==> src/rtl/plot_fb_pkg.sv <==
// Shared types and defaults for the pixel-plot framebuffer writer.
// The PLOT_FB_STATS_EN option is handled in plot_fb_writer.
package plot_fb_pkg;

   localparam int DEF_WIDTH    = 160;
   localparam int DEF_HEIGHT   = 120;
   localparam int PIX_COLOUR_W = 8;

   typedef enum logic [1:0] {
      IDLE,
      CLEAR,
      DONE
   } state_t;

   // Colour is stored at the widest supported size; the writer narrows it back to COLOUR_W.
   typedef struct packed {
      logic [7:0]              x;
      logic [6:0]              y;
      logic [PIX_COLOUR_W-1:0] colour;
   } pixel_t;

endpackage

==> src/rtl/plot_fifo.sv <==
// Show-ahead synchronous FIFO of pixels. A push is accepted when the FIFO is full
// if a pop happens in the same cycle. The occupancy count is exposed.
module plot_fifo
   import plot_fb_pkg::*;
#(
   parameter  int DEPTH = 8,
   localparam int PTR_W = $clog2(DEPTH)
) (
   input  logic           clk,
   input  logic           rst_n,
   input  logic           push,
   input  pixel_t         wr_data,
   input  logic           pop,
   output pixel_t         rd_data,
   output logic           full,
   output logic           empty,
   output logic [PTR_W:0] count
);

   pixel_t           mem [DEPTH];
   logic [PTR_W-1:0] wr_ptr_reg;
   logic [PTR_W-1:0] rd_ptr_reg;
   logic [PTR_W:0]   count_reg;
   logic             pop_ok;
   logic             push_ok;

   assign full    = (count_reg == (PTR_W+1)'(DEPTH));
   assign empty   = (count_reg == '0);
   assign count   = count_reg;
   assign rd_data = mem[rd_ptr_reg];

   assign pop_ok  = pop && !empty;
   assign push_ok = push && (!full || pop_ok);

   always_ff @(posedge clk) begin
      if (push_ok) begin
         mem[wr_ptr_reg] <= wr_data;
      end
   end

   always_ff @(posedge clk) begin
      if (!rst_n) begin
         wr_ptr_reg <= '0;
         rd_ptr_reg <= '0;
         count_reg  <= '0;
      end else begin
         if (push_ok) begin
            wr_ptr_reg <= wr_ptr_reg + 1'b1;
         end
         if (pop_ok) begin
            rd_ptr_reg <= rd_ptr_reg + 1'b1;
         end
         case ({push_ok, pop_ok})
            2'b10:   count_reg <= count_reg + 1'b1;
            2'b01:   count_reg <= count_reg - 1'b1;
            default: count_reg <= count_reg;
         endcase
      end
   end

endmodule

==> src/rtl/plot_fb_writer.sv <==
// Converts plot strobes into linear framebuffer writes and runs full-screen clears.
// Optional PLOT_FB_STATS_EN adds drop_count and fifo_hwm outputs.
module plot_fb_writer
   import plot_fb_pkg::*;
#(
   parameter  int WIDTH      = DEF_WIDTH,
   parameter  int HEIGHT     = DEF_HEIGHT,
   parameter  int COLOUR_W   = 3,
   parameter  int FIFO_DEPTH = 8,
   localparam int ADDR_W     = $clog2(WIDTH*HEIGHT),
   localparam int CNT_W      = $clog2(FIFO_DEPTH) + 1
) (
   input  logic                clk,
   input  logic                rst_n,
   input  logic [7:0]          plot_x,
   input  logic [6:0]          plot_y,
   input  logic [COLOUR_W-1:0] plot_colour,
   input  logic                plot_valid,
   input  logic                clr_start,
   input  logic [COLOUR_W-1:0] clr_colour,
   output logic                clr_done,
   output logic                busy,
   output logic                overflow,
   output logic [ADDR_W-1:0]   mem_addr,
   output logic [COLOUR_W-1:0] mem_wdata,
   output logic                mem_we
`ifdef PLOT_FB_STATS_EN
   ,
   output logic [15:0]         drop_count,
   output logic [CNT_W-1:0]    fifo_hwm
`endif
);

   localparam logic [ADDR_W-1:0] LAST_ADDR = ADDR_W'(WIDTH*HEIGHT - 1);

   state_t              state_reg, state_next;
   logic [ADDR_W-1:0]   counter_reg, counter_next;
   logic [COLOUR_W-1:0] clr_colour_reg, clr_colour_next;
   logic [ADDR_W-1:0]   mem_addr_reg, mem_addr_next;
   logic [COLOUR_W-1:0] mem_wdata_reg, mem_wdata_next;
   logic                mem_we_reg, mem_we_next;
   logic                overflow_reg;

   pixel_t              pix_in;
   pixel_t              fifo_rd;
   logic                fifo_full;
   logic                fifo_empty;
   logic [CNT_W-1:0]    fifo_count;
   logic                in_range;
   logic                push;
   logic                pop;
   logic [ADDR_W-1:0]   pix_addr;

   assign in_range = (plot_x < 8'(WIDTH)) && (plot_y < 7'(HEIGHT));
   assign push     = plot_valid && in_range;

   always_comb begin
      pix_in        = '0;
      pix_in.x      = plot_x;
      pix_in.y      = plot_y;
      pix_in.colour = PIX_COLOUR_W'(plot_colour);
   end

   plot_fifo #(
      .DEPTH (FIFO_DEPTH)
   ) u_fifo (
      .clk     (clk),
      .rst_n   (rst_n),
      .push    (push),
      .wr_data (pix_in),
      .pop     (pop),
      .rd_data (fifo_rd),
      .full    (fifo_full),
      .empty   (fifo_empty),
      .count   (fifo_count)
   );

   assign pix_addr = ADDR_W'(fifo_rd.y) * ADDR_W'(WIDTH) + ADDR_W'(fifo_rd.x);

   always_comb begin
      state_next      = state_reg;
      counter_next    = counter_reg;
      clr_colour_next = clr_colour_reg;
      pop             = 1'b0;
      mem_we_next     = 1'b0;
      mem_addr_next   = mem_addr_reg;
      mem_wdata_next  = mem_wdata_reg;
      case (state_reg)
         IDLE: begin
            // Popping stops on the acceptance edge so queued plots land after the clear.
            if (clr_start) begin
               state_next      = CLEAR;
               counter_next    = '0;
               clr_colour_next = clr_colour;
            end else begin
               pop = !fifo_empty;
            end
         end
         CLEAR: begin
            mem_we_next    = 1'b1;
            mem_addr_next  = counter_reg;
            mem_wdata_next = clr_colour_reg;
            counter_next   = counter_reg + 1'b1;
            if (counter_reg == LAST_ADDR) begin
               state_next = DONE;
            end
         end
         DONE: begin
            pop = !fifo_empty;
            if (!clr_start) begin
               state_next = IDLE;
            end
         end
         default: state_next = IDLE;
      endcase
      if (pop) begin
         mem_we_next    = 1'b1;
         mem_addr_next  = pix_addr;
         mem_wdata_next = COLOUR_W'(fifo_rd.colour);
      end
   end

   always_ff @(posedge clk) begin
      if (!rst_n) begin
         state_reg      <= IDLE;
         counter_reg    <= '0;
         clr_colour_reg <= '0;
         mem_we_reg     <= 1'b0;
         mem_addr_reg   <= '0;
         mem_wdata_reg  <= '0;
         overflow_reg   <= 1'b0;
      end else begin
         state_reg      <= state_next;
         counter_reg    <= counter_next;
         clr_colour_reg <= clr_colour_next;
         mem_we_reg     <= mem_we_next;
         mem_addr_reg   <= mem_addr_next;
         mem_wdata_reg  <= mem_wdata_next;
         if (push && fifo_full && !pop) begin
            overflow_reg <= 1'b1;
         end
      end
   end

   assign mem_we    = mem_we_reg;
   assign mem_addr  = mem_addr_reg;
   assign mem_wdata = mem_wdata_reg;
   assign overflow  = overflow_reg;
   assign clr_done  = (state_reg == DONE);
   assign busy      = (state_reg == CLEAR) || (fifo_count != '0);

`ifdef PLOT_FB_STATS_EN
   logic [15:0]      drop_count_reg;
   logic [CNT_W-1:0] fifo_hwm_reg;
   logic             dropped;

   assign dropped = plot_valid && !(in_range && (!fifo_full || pop));

   always_ff @(posedge clk) begin
      if (!rst_n) begin
         drop_count_reg <= '0;
         fifo_hwm_reg   <= '0;
      end else begin
         if (dropped && (drop_count_reg != 16'hFFFF)) begin
            drop_count_reg <= drop_count_reg + 16'd1;
         end
         if (fifo_count > fifo_hwm_reg) begin
            fifo_hwm_reg <= fifo_count;
         end
      end
   end

   assign drop_count = drop_count_reg;
   assign fifo_hwm   = fifo_hwm_reg;
`endif

endmodule
==> config.mk <==
export PLATFORM = sky130hd
export DESIGN_NAME = plot_fb_writer
export DESIGN_NICKNAME = d
export VERILOG_FILES = /design/src/rtl/plot_fb_pkg.sv /design/src/rtl/plot_fifo.sv /design/src/rtl/plot_fb_writer.sv
export SDC_FILE = /design/constraint.sdc
export NUM_CORES = 1
export LEC_CHECK = 0
export BUFFER_PORTS_ARGS = -buffer_cell sky130_fd_sc_hd__buf_2
export CAP_MARGIN = 40
export CELL_PAD_IN_SITES_DETAIL_PLACEMENT = 1
export CELL_PAD_IN_SITES_GLOBAL_PLACEMENT = 2
export CORE_ASPECT_RATIO = 0.8
export CORE_UTILIZATION = 40
export DETAILED_ROUTE_END_ITERATION = 12
export PLACE_DENSITY = 0.75
export SYNTH_ARGS = -nofsm -noshare
export SYNTH_HDL_FRONTEND = slang
export SYNTH_SLANG_ARGS = --single-unit
==> constraint.sdc <==
create_clock -name clk -period 3.8 [get_ports clk]
set_input_delay 0.19 -clock clk [delete_from_list [all_inputs] [get_ports clk]]
set_output_delay 0.19 -clock clk [all_outputs]
set_load 0.03 [all_outputs]
# After elaboration in Yosys (flattened, before gate mapping)
# Memories as Yosys holds them, arrays and structs flattened. A register that Yosys moved wholly into a read port is not among the register bits.
# Index checks and enable logic that the tools add are counted.
[word_totals]
out_inout_bits = 22
regBits = 50
ram_bits = 144
latch_bits = 0
n_memories = 1
inputBits = 25
romBits = 0
elab_cells = 68
[classes]
n_reduce_logical = 20
bitwise = 0
n_addsub = 6
shift = 0
mul = 1
muxes = 19
div_mod_pow = 0
magnitude_cmp = 2
eq_ne = 9
[memory_table]
columns = ["name", "words", "word_bits", "read_ports", "rd_ports_with_merged_regs", "wr", "line_no", "text"]
rows = [
  ["u_fifo.mem", 8, 18, 1, 1, 1, "plot_fifo.sv:20", "pixel_t mem [DEPTH];"],
]
[ops]
columns = ["cell", "count"]
rows = [
  ["15-bit two-way mux", 3],
  ["15-bit one-hot mux with 2 select lines", 1],
  ["15-bit by 1-bit adder with 15-bit output, second input constant", 1],
  ["15-bit by 8-bit adder with 15-bit output", 1],
  ["15-bit equality test, second input constant", 1],
  ["3-bit two-way mux", 4],
  ["7-bit by 3-bit multiplier with 10-bit output, second input constant", 1],
  ["8-bit < comparator, second input constant", 1],
  ["4-bit one-hot mux with 2 select lines", 1],
  ["7-bit < comparator, second input constant", 1],
  ["3-bit by 1-bit adder with 3-bit output, second input constant", 2],
  ["1-bit logical AND", 6],
  ["2-bit two-way mux", 3],
  ["2-bit != test, second input constant", 3],
  ["2-bit one-hot mux with 3 select lines", 1],
  ["2-bit nonzero test", 3],
  ["1-bit two-way mux", 5],
  ["4-bit by 1-bit adder with 4-bit output, second input constant", 1],
  ["2-bit by 1-bit equality test with 1-bit output, second input constant", 2],
  ["2-bit equality test, second input constant", 2],
  ["4-bit equality test, second input constant", 1],
  ["4-bit logical NOT", 1],
  ["2-bit AND reduction", 2],
  ["4-bit nonzero test", 1],
  ["other kinds (6)", 9],
]

# Logic depth before layout (Yosys ltp)
# Gate-level depths: netlist of run 1.
[logic_depth]
word_depth = 9
ltp_mapped = 15
mapped_depth_nobuf = 13

# By module
# From an unflattened synthesis of run 1, not the netlist that was laid out.
[hier_totals]
hier_cells = 640
hier_area_um2 = 10189.8
[modules_own_cells]
columns = ["module", "cells_per_inst", "seq_area_each_um2", "area_each_um2", "n_inst"]
rows = [
  ["plot_fifo", 348, 5785.5, 7783.7, 1],
  ["plot_fb_writer", 292, 800.8, 2406.1, 1],
]

# Least setup slack after synthesis of run 1
# Ideal clock, no wire load.
[synth_path]
path_kind = "register -> register"
from = "reg with a tool-made name"
to = "reg mem_addr_reg[13], in the netlist mem_addr[13]"
arrival_time_ns = 3.946
synth_period_minus_slack_ns = 4.063
slack_ns = -0.263
setup_ns = 0.118
t_required_ns = 3.682
stages_incl_launch_ff = 13
path_buffers = 2
cell_sequence = "dfxtp_1 > buf_2 > buf_2 > mux4_2 > mux2i_1 > inv_1 > ha_1 > ha_1 > inv_1 > fa_1 > or4_4 > or4_1 > o2111a_1"
[synth_rtl]
columns = ["item", "line_no", "text"]
rows = [
  ["end signal, assigned", "plot_fb_writer.sv:137", "mem_addr_reg <= mem_addr_next;"],
  ["end, declared", "plot_fb_writer.sv:39", "logic [ADDR_W-1:0] mem_addr_reg, mem_addr_next;"],
]

==> results.yml, run 1 <==
final_layout:
  drive_above_1_share_pct: 24.4
  nets: 700
  final_cell_mix: "edfxtp_1 (144), nand2_1 (77), dfxtp_1 (52)"
  finish.utilization_pct: 48.9
  fillers: 1982
  final_common_cell: "edfxtp_1"
  areaGrowthSynthToFinish_pct: 17.6
  largest_reg_flops: 144
  multiInputGateArea_um2: 2900
  postLayoutCellArea_um2: 9870
  seq_area_um2: 5390
  final_cells: 932
clock_network:
  max-clock-path-buffers: 2
  clkSinkCount: 197
  cts_htree_levels: 4
  cts.root.buffer_cell: "clkbuf_16"
  clock_latency_ns: 0.44
  tritoncts: "done"
  cts_made_buffers: 17
  path_clk_slew_ns: 0.08
sta:
  finalHoldViolations: 0
  slew_viol_final: 0
  fmax_mhz: 269
  relSlewSlack_pct: 45.3
  finalSetupViolCount: 0
  final.period_utilization_pct: 98.0
  worst_pin_slew_ns: 0.820
  post-route-min-period_ns: 3.72
  worst_slack_ns: 0.0772
  skew_ns: 0.0126
  grt_setup_unrepaired: "true"
yosys:
  synth_edf_count: 144
  ys_types: 51
  synth_nets: 630
  synth.avg_cell_area_um2: 14.4
  ys_ff_latch: 197
  synth_top_flop_cell: "edfxtp_1"
  yosysSeqAreaShare_pct: 64.2
  syn_inst: 584
  synthesis.yosys.warnings: 0
  mappedNetlistArea_um2: 8390
  async_flop_share_pct: 0
floorplan:
  coreArea_um2: 20200
  io-pin-count: 47
  start_util_pct: 41.5
  die_y_um: 132
  die_x_um: 164
  rows: 46
  die-area_um2: 21600
setup_path:
  path_max_fanout: 7
  r2r_setup_slack_ns: 0.08
  cp_cell_sequence: "buf_12 > mux4_2 > mux2_4 > ha_1 > ha_2 > inv_1 > fa_2 > xor2_1 > or4_4 > or4_4 > o2111a_1"
  critPathCaptureType: "flop"
  cp_data_required_time_ns: 4.13
  cp_data_arrival_time_ns: 4.06
  critical_path_class: "flop to flop"
  critPathTopFamily: "simple AND/OR/NAND/NOR gates"
  cp-start-kind: "flop"
  cp_common_cell: "or4_4"
  critPathSlowestCell: "or4_4"
  crit_path_max_incr_delay_ns: 0.51
  worst-path-buf-inv: 2
route:
  remaining_drc_errors: 0
  wl_mm: 19.0
  wl_per_cell_um: 20.4
  antenna_left: 0
  first_pass_iters: 4
  vias_per_cell: 5.38
  vias: 5017
  initialDrtViolationCount: 262
status:
  outcome: "finished clean"
placement:
  numPortBuffers: 46
  place_area_um2: 9090
  hpwl_mm: 12.2
  placed_cells: 888
  place_ws_ns: 0.00379
  globalplace.congestion: 0.766
power:
  ir_drop_mv: 0.293
  leakagePower_nw: 3.54
  p_per_area_nw_per_um2: 608
global_route:
  antenna_found_initial: 0
  grt_remaining_overflow: 0
  grt_pass1_wl_mm: 29.8
  grt_usage_pct: 18.6
  grt_pass1_vias: 5332
  grt_max_degree: 52
worst_hold_path:
  hold_class: "input port to flop"
flow_run:
  drv_cap: 0
-- repair_timing --
item | in CTS | in global routing
endpoints found under the hold margin | 21 | 0
pin swaps | 1 | 3
cloned | 0 | 1
resized for setup | 0 | 6
hold buffers | 6 | 0
setup buffers | 0 | 4
endpoints found under the setup margin | 1 | 1
-- power by group --
group / leakage [nW] / switching (mW) / internal, mW
clock network: 0.306 / 0.974 / 0.924
registers: 1.73 / 0.0766 / 2.42
logic: 1.50 / 0.877 / 0.730
-- logic make-up (layout without fill, tap and decap cells) --
kind of cell | after synthesis | after routing | synth area share [%]
multiplexers | 59 | 59 | 12.8
XOR/XNOR | 14 | 14 | 1.46
AND/OR/NAND/NOR | 195 | 195 | 11.4
adder cells (fa/ha/maj) | 21 | 21 | 3.40
buffers and inverters | 39 | 122 | 1.97
AO/OA/AOI/OAI | 59 | 59 | 4.77
other | 0 | 1 | 0
flip-flops | 197 | 197 | 64.2
-- routing by layer --
metal	track usage [%]	vias to the layer above	wire (um)
met5	0	-	0
met4	5.09	0	148
met3	3.66	14	464
li1	-	2342	-
met2	29.0	67	9050
met1	26.3	2594	9370
-- final timing paths --
| kind | end | cells past startpoint | startpoint |
|---|---|---|---|
| max | mem_addr[13] | 11 | flop |
| min | u_fifo.mem[5][12] | 1 | plot_x[2] |
| max reg2reg | mem_addr[13] | 11 | flop |
| min reg2reg | clr_colour_reg[2] | 2 | clr_colour_reg[2] |
-- stage by stage --
step                setup TNS [ns]  hold slack, ns  power [mW]
floorplan                        0           0.289        3.66
global placement                 0           0.437        4.03
detailed placement               0           0.455        4.09
CTS                              0        0.000847        6.01
global route               -0.0165         0.00545        6.29
finish                           0          0.0106        6.00
-- cells in the mapped netlist, types with 2 or more instances --
cell	n	area (um2)
o21ai_0	6	30.0
buf_2	9	45.0
nand4_1	7	43.8
and3_1	9	56.3
clkbuf_1	15	56.3
o21ai_1	9	45.0
nand3_1	28	140
inv_1	12	45.0
ha_1	18	225
or4_1	2	15.0
a21boi_1	10	75.1
or3_1	3	18.8
xnor2_1	8	70.1
a31oi_1	4	25.0
buf_1	2	7.51
nor3_1	10	50.1
fa_1	3	60.1
nor2b_1	8	50.1
o211a_1	4	40.0
mux2_2	7	78.8
edfxtp_1	144	4320
mux4_1	3	78.8
nor3b_1	4	30.0
nor4_1	3	18.8
a21o_1	4	30.0
mux4_2	33	743
xor2_1	6	52.6
nor2_1	17	63.8
o21a_1	4	30.0
mux2i_1	15	150
nand2_1	77	289
nand2b_1	6	37.5
a21oi_1	9	45.0
dfxtp_1	53	1060
and2_1	16	100
-- area by class of cell --
type                            instances  area share [%]
Sequential cell                       197            54.6
Inverter                               12           0.456
Clock inverter                         15            2.10
Timing Repair Buffer                   78            5.75
Antenna cell                            1          0.0253
Clock buffer                           17            4.31
Tap cell                              264            3.35
Multi-Input combinational cell        348            29.4
(Power assumes the default switching activity.)
==> run 2: changes to the inputs <==
--- a/config.mk
+++ b/config.mk
@@ -5,14 +5,15 @@
 export SDC_FILE = /design/constraint.sdc
 export NUM_CORES = 1
 export LEC_CHECK = 0
+export ABC_AREA = 1
 export BUFFER_PORTS_ARGS = -buffer_cell sky130_fd_sc_hd__buf_2
 export CAP_MARGIN = 40
 export CELL_PAD_IN_SITES_DETAIL_PLACEMENT = 1
 export CELL_PAD_IN_SITES_GLOBAL_PLACEMENT = 2
 export CORE_ASPECT_RATIO = 0.8
-export CORE_UTILIZATION = 40
+export CORE_UTILIZATION = 36
 export DETAILED_ROUTE_END_ITERATION = 12
-export PLACE_DENSITY = 0.75
+export PLACE_DENSITY = 0.74
 export SYNTH_ARGS = -nofsm -noshare
 export SYNTH_HDL_FRONTEND = slang
 export SYNTH_SLANG_ARGS = --single-unit
==> results.yml, run 2 <==
status:
  outcome: "complete, but fails checks"
  violations: "design-rule violations"
floorplan:
  die_y_um: 140
  die_x_um: 174
  io-pin-count: 47
  start_util_pct: 36.7
  die-area_um2: 24400
  coreArea_um2: 23300
  rows: 50
yosys:
  mappedNetlistArea_um2: 8560
  yosysTopAreaCellShare_pct: 50.5
  synth.area.top_cells: "edfxtp_1 (51%), dfxtp_1 (12%), o21ai_0 (6.7%), nor2_1 (5.8%), nand2_1 (3.8%)"
  ys_types: 46
  synth_top_flop_cell: "edfxtp_1"
  synthesis.yosys.warnings: 0
  yosysMostFrequentCell: "edfxtp_1"
  ys_ff_latch: 197
  synth_area_leader_cell: "edfxtp_1"
  synth_nets: 855
  synthTopCellsByCount: "edfxtp_1 (144), nor2_1 (132), o21ai_0 (115)"
  yosysSeqAreaShare_pct: 62.9
  synth.avg_cell_area_um2: 10.6
  synth_edf_count: 144
  syn_inst: 809
  async_flop_share_pct: 0
setup_path:
  worst_r2r_endpoint: "mem_addr[13]"
  worstRegToRegCells: 18
  cp_data_required_time_ns: 4.14
  cp-start-kind: "flop"
  cp_data_arrival_time_ns: 3.75
  r2r_setup_slack_ns: 0.39
  critPathCaptureType: "flop"
  critical_path_class: "flop to flop"
  path_max_fanout: 38
global_route:
  grt_usage_pct: 19.6
  grt_pass1_wl_mm: 36.1
  grt_pass1_vias: 6480
  grt_remaining_overflow: 0
  antenna_found_initial: 0
  grt_max_degree: 39
clock_network:
  max-clock-path-buffers: 2
  cts.root.buffer_cell: "clkbuf_16"
  path_clk_slew_ns: 0.07
  cts_setup_buffers: 0
  clkSinkCount: 197
  cts_made_buffers: 17
  clock_latency_ns: 0.45
  tritoncts: "done"
  cts_htree_levels: 4
sta:
  finalHoldViolations: 0
  worst_pin_slew_ns: 0.846
  relSlewSlack_pct: 43.6
  slew_viol_final: 0
  setup_tns_ns: 0
  grt_setup_unrepaired: "false"
  post-route-min-period_ns: 3.41
  worst_slack_ns: 0.392
  holdWs_ns: 0.0173
  fmax_mhz: 293
  final.period_utilization_pct: 89.7
  skew_ns: 0.0279
  finalSetupViolCount: 0
flow_run:
  drv_cap: 0
final_layout:
  diodes: 0
  fillers: 2610
  areaGrowthSynthToFinish_pct: 13.8
  drive_above_1_share_pct: 14.6
  largest_reg_flops: 144
  final_common_cell: "edfxtp_1"
  multiInputGateArea_um2: 2760
  final_cell_mix: "edfxtp_1 (144), nor2_1 (126), o21ai_0 (114)"
  nets: 905
  final_cells: 1184
  seq_area_um2: 5390
route:
  remaining_drc_errors: 1
  vias_per_cell: 5.22
  vias: 6176
  first_pass_iters: 9
  initialDrtViolationCount: 458
  antenna_left: 0
  wl_mm: 22.9
  wl_per_cell_um: 19.4
placement:
  placed_cells: 1149
  place_ws_ns: 0.300
  hpwl_mm: 15.1
  globalplace.congestion: 0.820
  numPortBuffers: 46
worst_hold_path:
  min_to: "u_fifo.mem[2][10]"
  hp-start: "plot_x[0]"
  hold_class: "input port to flop"
  holdPathStages: 1
power:
  leakagePower_nw: 3.52
  power_mw: 5.82
  ir_drop_mv: 0.335
  p_per_area_nw_per_um2: 598
-- run 2: cell count changes after synthesis, moves of 9 or more --
| cell | delta |
|---|---|
| mux2i_1 | -15 |
| inv_1 | +38 |
| nor2_1 | +115 |
| and3_1 | -9 |
| nand2_1 | +10 |
| o221ai_1 | +15 |
| o22ai_1 | +13 |
| mux4_2 | -33 |
| a21boi_1 | -10 |
| a21oi_1 | +28 |
| and2_1 | -16 |
| o21ai_0 | +109 |
-- run 2: worst max path at each step --
stage          cells past startpoint      endpoint  slack [ns]
2_1_floorplan                     21  mem_addr[13]        0.67
4_1_cts                           18  mem_addr[13]        0.28
5_1_grt                           19  mem_addr[13]        0.05
3_3_place_gp                      17  mem_addr[12]        0.46
3_5_place_dp                      18  mem_addr[13]        0.30
6_report                          18  mem_addr[13]        0.39
-- run 2: cells by family after synthesis --
| family | count (synthesis) | share of synthesized area, % |
|---|---|---|
| AOI/OAI and AO/OA | 206 | 13.7 |
| xor gates and xnor gates | 4 | 0.409 |
| adders and majority gates | 21 | 3.33 |
| buffers and inverters | 98 | 4.94 |
| DFF | 197 | 62.9 |
| and+or+nand+nor | 283 | 14.7 |
-- run 2: what timing repair did --
item                                    4_1_cts  5_1_grt
gates resized for setup                       0        6
endpoints found under the setup margin        0        4
hold buffers                                  3        0
endpoints found under the hold margin         3        0
-- run 2: routing by layer --
metal,vias up,track usage [%],part of all wire (%)
met5,-,0,0
met4,0,4.85,0.68
met3,11,4.18,5.1
met2,115,32.2,48
met1,3100,26.2,46
li1,2950,-,-
-- run 2: report_power, final --
group / internal (mW) / leakage (nW) / switching (mW)
Sequential: 2.41 / 1.74 / 0.0740
Clock: 0.908 / 0.281 / 0.795
Combinational: 0.531 / 1.50 / 1.10
-- run 2: area by class of cell --
type	instances	area share [%]
clock inverters	9	0.552
repair buffers	69	4.25
flip-flops and latches	197	55.3
inverters	60	2.44
multi-input cells	514	28.4
well taps	312	4.01
clock buffers	23	5.02
-- run 2: metrics by stage --
| stage | cell area, um2 | util (%) |
|---|---|---|
| detailed placement | 9160 | 39.2 |
| global route | 9740 | 41.7 |
| floorplan | 8560 | - |
| finish | 9740 | 41.7 |
| CTS | 9730 | 41.7 |
| global placement | 9160 | 39.2 |
-- run 2: critical path, stage by stage, from the launching register on --
cell     delay [ns]
dfxtp_4        0.40
inv_4          0.17
buf_4          0.39
nand2_1        0.09
nand3_1        0.09
nand3_1        0.19
nand2_1        0.16
inv_1          0.08
ha_1           0.30
ha_1           0.36
a21oi_1        0.29
nand3_1        0.11
nand2_1        0.14
inv_1          0.07
nor2_1         0.10
nand3_1        0.07
nand3_1        0.08
nand2_1        0.07
a21oi_1        0.14
